===== src/rtl/bit_deframer.sv =====
// bit_deframer
//   Takes the hard-decision bit stream from the demodulator and hunts for a
//   sync word. A match against SYNC_WORD or its complement also settles the
//   BPSK 180-degree ambiguity. The FRAME_BYTES payload bytes that follow are
//   packed MSB-first and offered on a valid/ready byte interface.
//
// Ports
//   clock         in   system clock, rising edge
//   reset_n       in   asynchronous active-low reset
//   bit_in        in   demodulated bit
//   bit_valid     in   one-cycle strobe qualifying bit_in
//   byte_out      out  polarity-corrected payload byte
//   byte_valid    out  byte_out holds an unconsumed byte
//   byte_ready    in   consumer takes byte_out when byte_valid is high
//   frame_active  out  high while payload bits are being collected
//   inverted      out  polarity of the current/last frame (1 = complement sync)
//   frame_done    out  one-cycle pulse after the last payload byte
//   overflow      out  sticky, a payload byte was dropped
//
// State  | meaning
// HUNT   | shifting bits in, looking for SYNC_WORD or ~SYNC_WORD
// PAYLOAD| packing FRAME_BYTES bytes, polarity-corrected by inverted
module bit_deframer #(
    parameter int                    SYNC_WIDTH  = 8,
    parameter logic [SYNC_WIDTH-1:0] SYNC_WORD   = 8'hA5,
    parameter int                    FRAME_BYTES = 4
) (
    input  logic       clock,
    input  logic       reset_n,
    input  logic       bit_in,
    input  logic       bit_valid,
    output logic [7:0] byte_out,
    output logic       byte_valid,
    input  logic       byte_ready,
    output logic       frame_active,
    output logic       inverted,
    output logic       frame_done,
    output logic       overflow
);

    localparam logic [0:0] S_HUNT    = 1'b0;
    localparam logic [0:0] S_PAYLOAD = 1'b1;

    localparam int              FW        = $clog2(SYNC_WIDTH + 1);
    localparam logic [FW-1:0]   FILL_MAX  = FW'(SYNC_WIDTH);
    localparam logic [FW-1:0]   FILL_LAST = FW'(SYNC_WIDTH - 1);
    localparam logic [7:0]      LAST_BYTE = 8'(FRAME_BYTES - 1);

    logic [0:0]            r_state;
    logic [SYNC_WIDTH-1:0] r_sr;
    logic [FW-1:0]         r_fill;
    logic [6:0]            r_acc;
    logic [2:0]            r_bit_cnt;
    logic [7:0]            r_byte_cnt;
    logic [7:0]            r_byte_out;
    logic                  r_byte_valid;
    logic                  r_inverted;
    logic                  r_frame_done;
    logic                  r_overflow;

    logic [SYNC_WIDTH-1:0] w_sr_next;
    logic                  w_fill_ok;
    logic                  w_hit_pos;
    logic                  w_hit_neg;
    logic                  w_data_bit;
    logic                  w_byte_cap;
    logic [7:0]            w_new_byte;
    logic                  w_out_free;

    assign w_sr_next  = {r_sr[SYNC_WIDTH-2:0], bit_in};
    // The bit arriving now completes a full window since HUNT was entered,
    // so the cleared register can never produce an early match.
    assign w_fill_ok  = (r_fill >= FILL_LAST);
    assign w_hit_pos  = w_fill_ok && (w_sr_next == SYNC_WORD);
    assign w_hit_neg  = w_fill_ok && (w_sr_next == ~SYNC_WORD);
    assign w_data_bit = bit_in ^ r_inverted;
    assign w_byte_cap = (r_state == S_PAYLOAD) && bit_valid && (r_bit_cnt == 3'd7);
    assign w_new_byte = {r_acc, w_data_bit};
    // A byte may be loaded when the holding register is empty or is being
    // drained on this same edge.
    assign w_out_free = !r_byte_valid || byte_ready;

    always_ff @(posedge clock or negedge reset_n) begin
        if (!reset_n) begin
            r_state      <= S_HUNT;
            r_sr         <= '0;
            r_fill       <= '0;
            r_acc        <= '0;
            r_bit_cnt    <= '0;
            r_byte_cnt   <= '0;
            r_byte_out   <= '0;
            r_byte_valid <= 1'b0;
            r_inverted   <= 1'b0;
            r_frame_done <= 1'b0;
            r_overflow   <= 1'b0;
        end else begin
            r_frame_done <= 1'b0;

            if (r_byte_valid && byte_ready) begin
                r_byte_valid <= 1'b0;
            end

            if (w_byte_cap) begin
                if (w_out_free) begin
                    r_byte_out   <= w_new_byte;
                    r_byte_valid <= 1'b1;
                end else begin
                    r_overflow   <= 1'b1;
                end
            end

            if (bit_valid) begin
                case (r_state)
                    S_HUNT: begin
                        r_sr <= w_sr_next;
                        if (r_fill != FILL_MAX) begin
                            r_fill <= r_fill + FW'(1);
                        end
                        if (w_hit_pos || w_hit_neg) begin
                            r_state    <= S_PAYLOAD;
                            r_inverted <= w_hit_neg;
                            r_bit_cnt  <= '0;
                            r_byte_cnt <= '0;
                        end
                    end
                    S_PAYLOAD: begin
                        r_acc <= {r_acc[5:0], w_data_bit};
                        if (r_bit_cnt == 3'd7) begin
                            r_bit_cnt <= '0;
                            // Dropped bytes still count, so a stalled consumer
                            // cannot stretch the frame.
                            if (r_byte_cnt == LAST_BYTE) begin
                                r_byte_cnt   <= '0;
                                r_frame_done <= 1'b1;
                                r_state      <= S_HUNT;
                                r_sr         <= '0;
                                r_fill       <= '0;
                            end else begin
                                r_byte_cnt <= r_byte_cnt + 8'd1;
                            end
                        end else begin
                            r_bit_cnt <= r_bit_cnt + 3'd1;
                        end
                    end
                    default: r_state <= S_HUNT;
                endcase
            end
        end
    end

    assign byte_out     = r_byte_out;
    assign byte_valid   = r_byte_valid;
    assign frame_active = (r_state == S_PAYLOAD);
    assign inverted     = r_inverted;
    assign frame_done   = r_frame_done;
    assign overflow     = r_overflow;

endmodule


===== config.mk =====
export PLATFORM = sky130hd
export DESIGN_NAME = bit_deframer
export DESIGN_NICKNAME = d
export VERILOG_FILES = /design/src/rtl/bit_deframer.sv
export SDC_FILE = /design/constraint.sdc
export NUM_CORES = 1
export LEC_CHECK = 0
export ABC_AREA = 1
export CAP_MARGIN = 5
export CORE_UTILIZATION = 23
export DETAILED_ROUTE_END_ITERATION = 10
export PLACE_DENSITY_LB_ADDON = 0.15
export SETUP_SLACK_MARGIN = 0.3
export SYNTH_ARGS = -nofsm -noshare
export SYNTH_HDL_FRONTEND = slang
export SYNTH_SLANG_ARGS = --single-unit

===== constraint.sdc =====
create_clock -name clock -period 2.19 [get_ports clock]
set_clock_uncertainty 0.1 [all_clocks]
set_input_delay 0.438 -clock clock [delete_from_list [all_inputs] [get_ports clock]]
set_output_delay 0.438 -clock clock [all_outputs]
set_load 0.02 [all_outputs]

After elaboration in Yosys (flattened, before gate mapping)
Cells that the tools add are included.
W data, S select, Z words.
{ "word_totals": {"register_bits": 42, "latchBits": 0, "ramBits": 0, "romBits": 0, "input_bits": 5, "out_inout_bits": 13, "elab_cells": 68, "memories": 0} }
{ "op_classes": {"addsub": 3, "multipliers": 0, "div_mod_pow": 0, "n_lt_le_gt_ge": 1, "eq_ne": 9, "shifts": 0, "mux": 25, "bitwise_logic": 3, "reduce_logical": 16} }
{ "op_table": {"columns": ["op", "n"], "rows": [
  ["$mux W8", 3],
  ["$pmux W8 S2", 1],
  ["$mux W7", 2],
  ["$pmux W7 S2", 1],
  ["$mux W4", 3],
  ["$mux W1", 10],
  ["$reduce_and A3 Y1", 3],
  ["$add A8 B1 Y8 const B", 1],
  ["$eq A8 B2 Y1 const B", 1],
  ["$eq A8 B7 Y1 const B", 1],
  ["$eq A8 B8 Y1 const B", 1],
  ["$pmux W4 S2", 1],
  ["$reduce_and A2 Y1", 4],
  ["$mux W3", 2],
  ["$pmux W3 S2", 1],
  ["$logic_and A1 B1 Y1", 5],
  ["$add A4 B1 Y4 const B", 1],
  ["$ge A4 B3 Y1 const B", 1],
  ["$ne A2 B1 Y1 const B", 2],
  ["$ne A2 B2 Y1 const B", 2],
  ["$ne A4 B4 Y1 const B", 1],
  ["$reduce_and A4 Y1", 1],
  ["$add A3 B1 Y3 const B", 1],
  ["$eq A3 B3 Y1 const B", 1],
  ["other kinds (5)", 7]
]} }

Logic depth before layout (Yosys ltp)
{ "logic_depth": {"depth_word": 5, "depth_mapped": 10, "depth_no_buf": 9} }

Least setup slack after synthesis
Ideal clock, no wire load.
{ "synth_path": {"path_type": "register to register", "startpoint": "reg r_bit_cnt[0]", "endpoint": "reg r_byte_out[6], in the netlist byte_out[6]", "setup_time_ns": 0.074, "arrival_time_ns": 1.381, "setup_slack_ns": 0.635, "stages_incl_launch_ff": 11, "period_less_slack_ns": 1.555, "path_cell_list": "dfrtp_1 -> ha_1 -> ha_1 -> inv_1 -> nor2_4 -> inv_2 -> nor2_4 -> inv_2 -> buf_6 -> nand2_1 -> o21ai_2"} }
{ "synth_between": {"elab_chain_len": 3} }
{ "synth_lines": {"columns": ["item", "line", "rtl"], "rows": [
  ["start, declared", "53", "logic [2:0] r_bit_cnt;"],
  ["start signal, assigned", "142", "r_bit_cnt <= r_bit_cnt + 3'd1;"],
  ["$eq A3 B3 Y1", "77", "assign w_byte_cap = (r_state == S_PAYLOAD) && bit_valid && (r_bit_cnt == 3'd7);"],
  ["$logic_and A1 B1 Y1", "77", null],
  ["$reduce_and A2 Y1 (no source line)", null, null],
  ["end signal, assigned", "105", "r_byte_out <= w_new_byte;"],
  ["end, declared", "55", "logic [7:0] r_byte_out;"]
]} }
Every way passes these cells.
A chain may end at the register's enable or synchronous reset.

Worst setup path after layout
{ "layout_path": {"startpoint": "reg r_byte_out[5], in the netlist byte_out[5]", "endpoint": "out byte_out[5]"} }
{ "layout_rtl": {"columns": ["item", "line", "rtl"], "rows": [
  ["end, declared", "32", "output logic [7:0] byte_out,"]
]} }
No word-level cell between the ends.

==> results.sh <==
export IMPL_final_layout_size_suffix_gt1_frac=0.126
export IMPL_cts_sinks=42
export IMPL_p_leak_nw=1.22
export IMPL_start_util=0.239
export IMPL_cts_tree="built"
export IMPL_synthAdderAreaFrac=0.0299
export IMPL_synth_nets=262
export IMPL_max_freq_ghz=0.554
export IMPL_htreeDepth=2
export IMPL_grt_pass1_wl_mm=7.69
export IMPL_critical_path_class="flop to primary output"
export IMPL_worstPathCellList="clkdlybuf4s50_1"
export IMPL_synth_xor_area_frac=0.0125
export IMPL_fin_ws_ns=0.385
export IMPL_layout_common_cells="73 x nand2_1, 42 x dfrtp_1, 28 x inv_1, 28 x nand3_1, 19 x nor2_1"
export IMPL_stdcell_area_um2=2530
export IMPL_ios=18
export IMPL_slew_viol_final=0
export IMPL_grt_ovfl_total=0
export IMPL_finalWirelength_mm=4.41
export IMPL_grt_usage=0.100
export IMPL_portBuffers=17
export IMPL_yosysSeqAreaShare=0.502
export IMPL_avgSynthCellArea_um2=8.31
export IMPL_ys_ff_latch=42
export IMPL_hold_viol=0
export IMPL_period_needed_ns=1.81
export IMPL_grt_pass1_vias=1629
export IMPL_drc=0
export IMPL_nFillCells=965
export IMPL_postCtsSetupRepairBufs=0
export IMPL_antenna_found_initial=0
export IMPL_drt_initial_drc_count=43
export IMPL_routabilityCongestion=0.709
export IMPL_rsz0062_at_grt="no"
export IMPL_synth_area_um2=2090
export IMPL_arrival_ns=1.27
export IMPL_cp_max_fo=2
export IMPL_grt_max_degree=23
export IMPL_routedWlPerCell_um=11.4
export IMPL_syn2layout_area_growth_pct=20.9
export IMPL_yosys_warnings=0
export IMPL_synth_top_family_by_area="simple AND/OR/NAND/NOR gates"
export IMPL_core_area_um2=8760
export IMPL_setup_tns_final_ns=0
export IMPL_postPlaceCellArea_um2=2420
export IMPL_critPathSlowestCell="clkdlybuf4s50_1"
export IMPL_diodes=0
export IMPL_finalSetupViolCount=0
export IMPL_slew_headroom=0.656
export IMPL_synthMuxAreaShare=0
export IMPL_clockBufferDepth=2
export IMPL_num_rows=34
export IMPL_startpoint_type="flop"
export IMPL_drt_pass1_iterations=4
export IMPL_cts_reportedPaths_clkPinSlew_ns=0.09
export IMPL_critPathMaxStageDelay_ns=0.61
export IMPL_cap_violations=0
export IMPL_detail_route_antenna_nets=0
export IMPL_dieArea_um2=9490
export IMPL_vias=1614
export IMPL_nets=287
export IMPL_status="complete, no violations"
export IMPL_synthSimpleGateAreaFrac=0.287
export IMPL_cp_top_family="buffers and inverters"
export IMPL_p_per_area_nw_per_um2=938
export IMPL_dp_slack_ns=0.261
export IMPL_synth_distinct_cells=28
export IMPL_r2r_slack_ns=0.48
export IMPL_dp_hpwl_mm=3.12
export IMPL_die_h_um=97.4
export IMPL_ir_worst_vdd_mv=0.404
export IMPL_netlist_instances=252
export IMPL_fin_crit_sh=0.824
export IMPL_cts_root_buffer_cell="clkbuf_8"
export IMPL_cts_made_buffers=5
export IMPL_worstMarginPinSlew_ns=0.516
export IMPL_clk_latency_ns=0.29
export IMPL_synth_compound_area_frac=0.0968
export IMPL_min_path_type="primary input to asynchronous set/reset pin"
export IMPL_critPathBufInv=1
export IMPL_worstPathRequired_ns=1.65
export IMPL_via_per_inst=4.18
export IMPL_end_kind="primary output"
export IMPL_layout_commonest_cell="nand2_1"
export IMPL_fp_dieW_um=97.4
area by class of cell:
type / instances / area (um2) / share of cell area
timing repair buffer: 22 / 220 / 0.0870
clock inverter: 2 / 37.5 / 0.0148
clock buffer: 6 / 72.6 / 0.0287
multi-input combinational: 173 / 892 / 0.352
inverter: 33 / 124 / 0.0489
sequential: 42 / 1050 / 0.415
tap: 108 / 135 / 0.0534
metal layers:
layer	routed length [um]	GRT usage	vias up
met5	0	0	-
met3	100	0.0237	6
li1	-	-	845
met1	2220	0.131	748
met2	2020	0.161	15
met4	72	0.0373	0
Yosys cell counts:
library cell,n,area share
buf_2,1,0.0024
inv_1,28,0.050
nand3_1,28,0.067
xor2_1,2,0.0084
nand2_4,2,0.011
inv_2,4,0.0072
clkbuf_1,1,0.0018
o21bai_1,2,0.0072
nand2_1,73,0.13
or2_2,1,0.0030
a21oi_4,1,0.0078
nand3_2,1,0.0048
buf_6,1,0.0054
nand3_4,1,0.0084
o21ai_1,3,0.0072
nor2_4,2,0.011
nor3b_1,1,0.0036
a21oi_1,1,0.0024
nor3_1,2,0.0048
o21ai_2,7,0.029
ha_1,5,0.030
o21ai_0,18,0.043
dfrtp_1,42,0.50
nand2_2,3,0.0090
xnor2_1,1,0.0042
buf_4,1,0.0036
nor2_1,19,0.034
clkinv_1,1,0.0018
worst paths after layout:
path / startpoint / to / cells after the start
hold / removal: reset_n / byte_out[2] / 1
setup reg to reg: r_bit_cnt[0] / byte_out[1] / 9
max in group asynchronous: reset_n / frame_active / 2
hold reg to reg: byte_out[7] / byte_out[7] / 2
min in group clock: byte_out[7] / byte_out[7] / 2
setup / recovery: byte_out[5] / byte_out[5] / 1
registers in the layout, summed over array words and instances (netlist names):
name,cells
byte_valid,1
r_fill,4
byte_out,8
r_acc,7
inverted,1
r_sr,7
r_byte_cnt,8
frame_done,1
overflow,1
r_bit_cnt,3
frame_active,1
timing repair:
item	in CTS	in global routing
hold buffers	0	0
endpoints found under the setup margin	0	2
resized for setup	0	2
metrics by stage:
stage / hold WS [ns] / utilization / cells / total power [mW]
final: 0.00618 / 0.289 / 386 / 2.38
after global routing: 0.0266 / 0.289 / 386 / 2.56
after CTS: 0.0198 / 0.288 / 386 / 2.42
after detailed placement: 0.346 / 0.276 / 378 / 1.79
after global placement: 0.352 / 0.276 / 378 / 1.79
after floorplan: 0.0424 / - / 252 / 1.53
where the power goes:
| group | total [mW] | internal, mW | switching, mW |
|---|---|---|---|
| Clock | 0.618 | 0.341 | 0.278 |
| Combinational | 0.671 | 0.296 | 0.375 |
| Sequential | 1.09 | 0.961 | 0.125 |
cells by family after synthesis:
family	Yosys count
xor+xnor	3
flops	42
compound gates	32
fa+ha+maj	5
simple gates	133
buf+inv	37
Note: power is estimated with default switching activity, not from simulation.
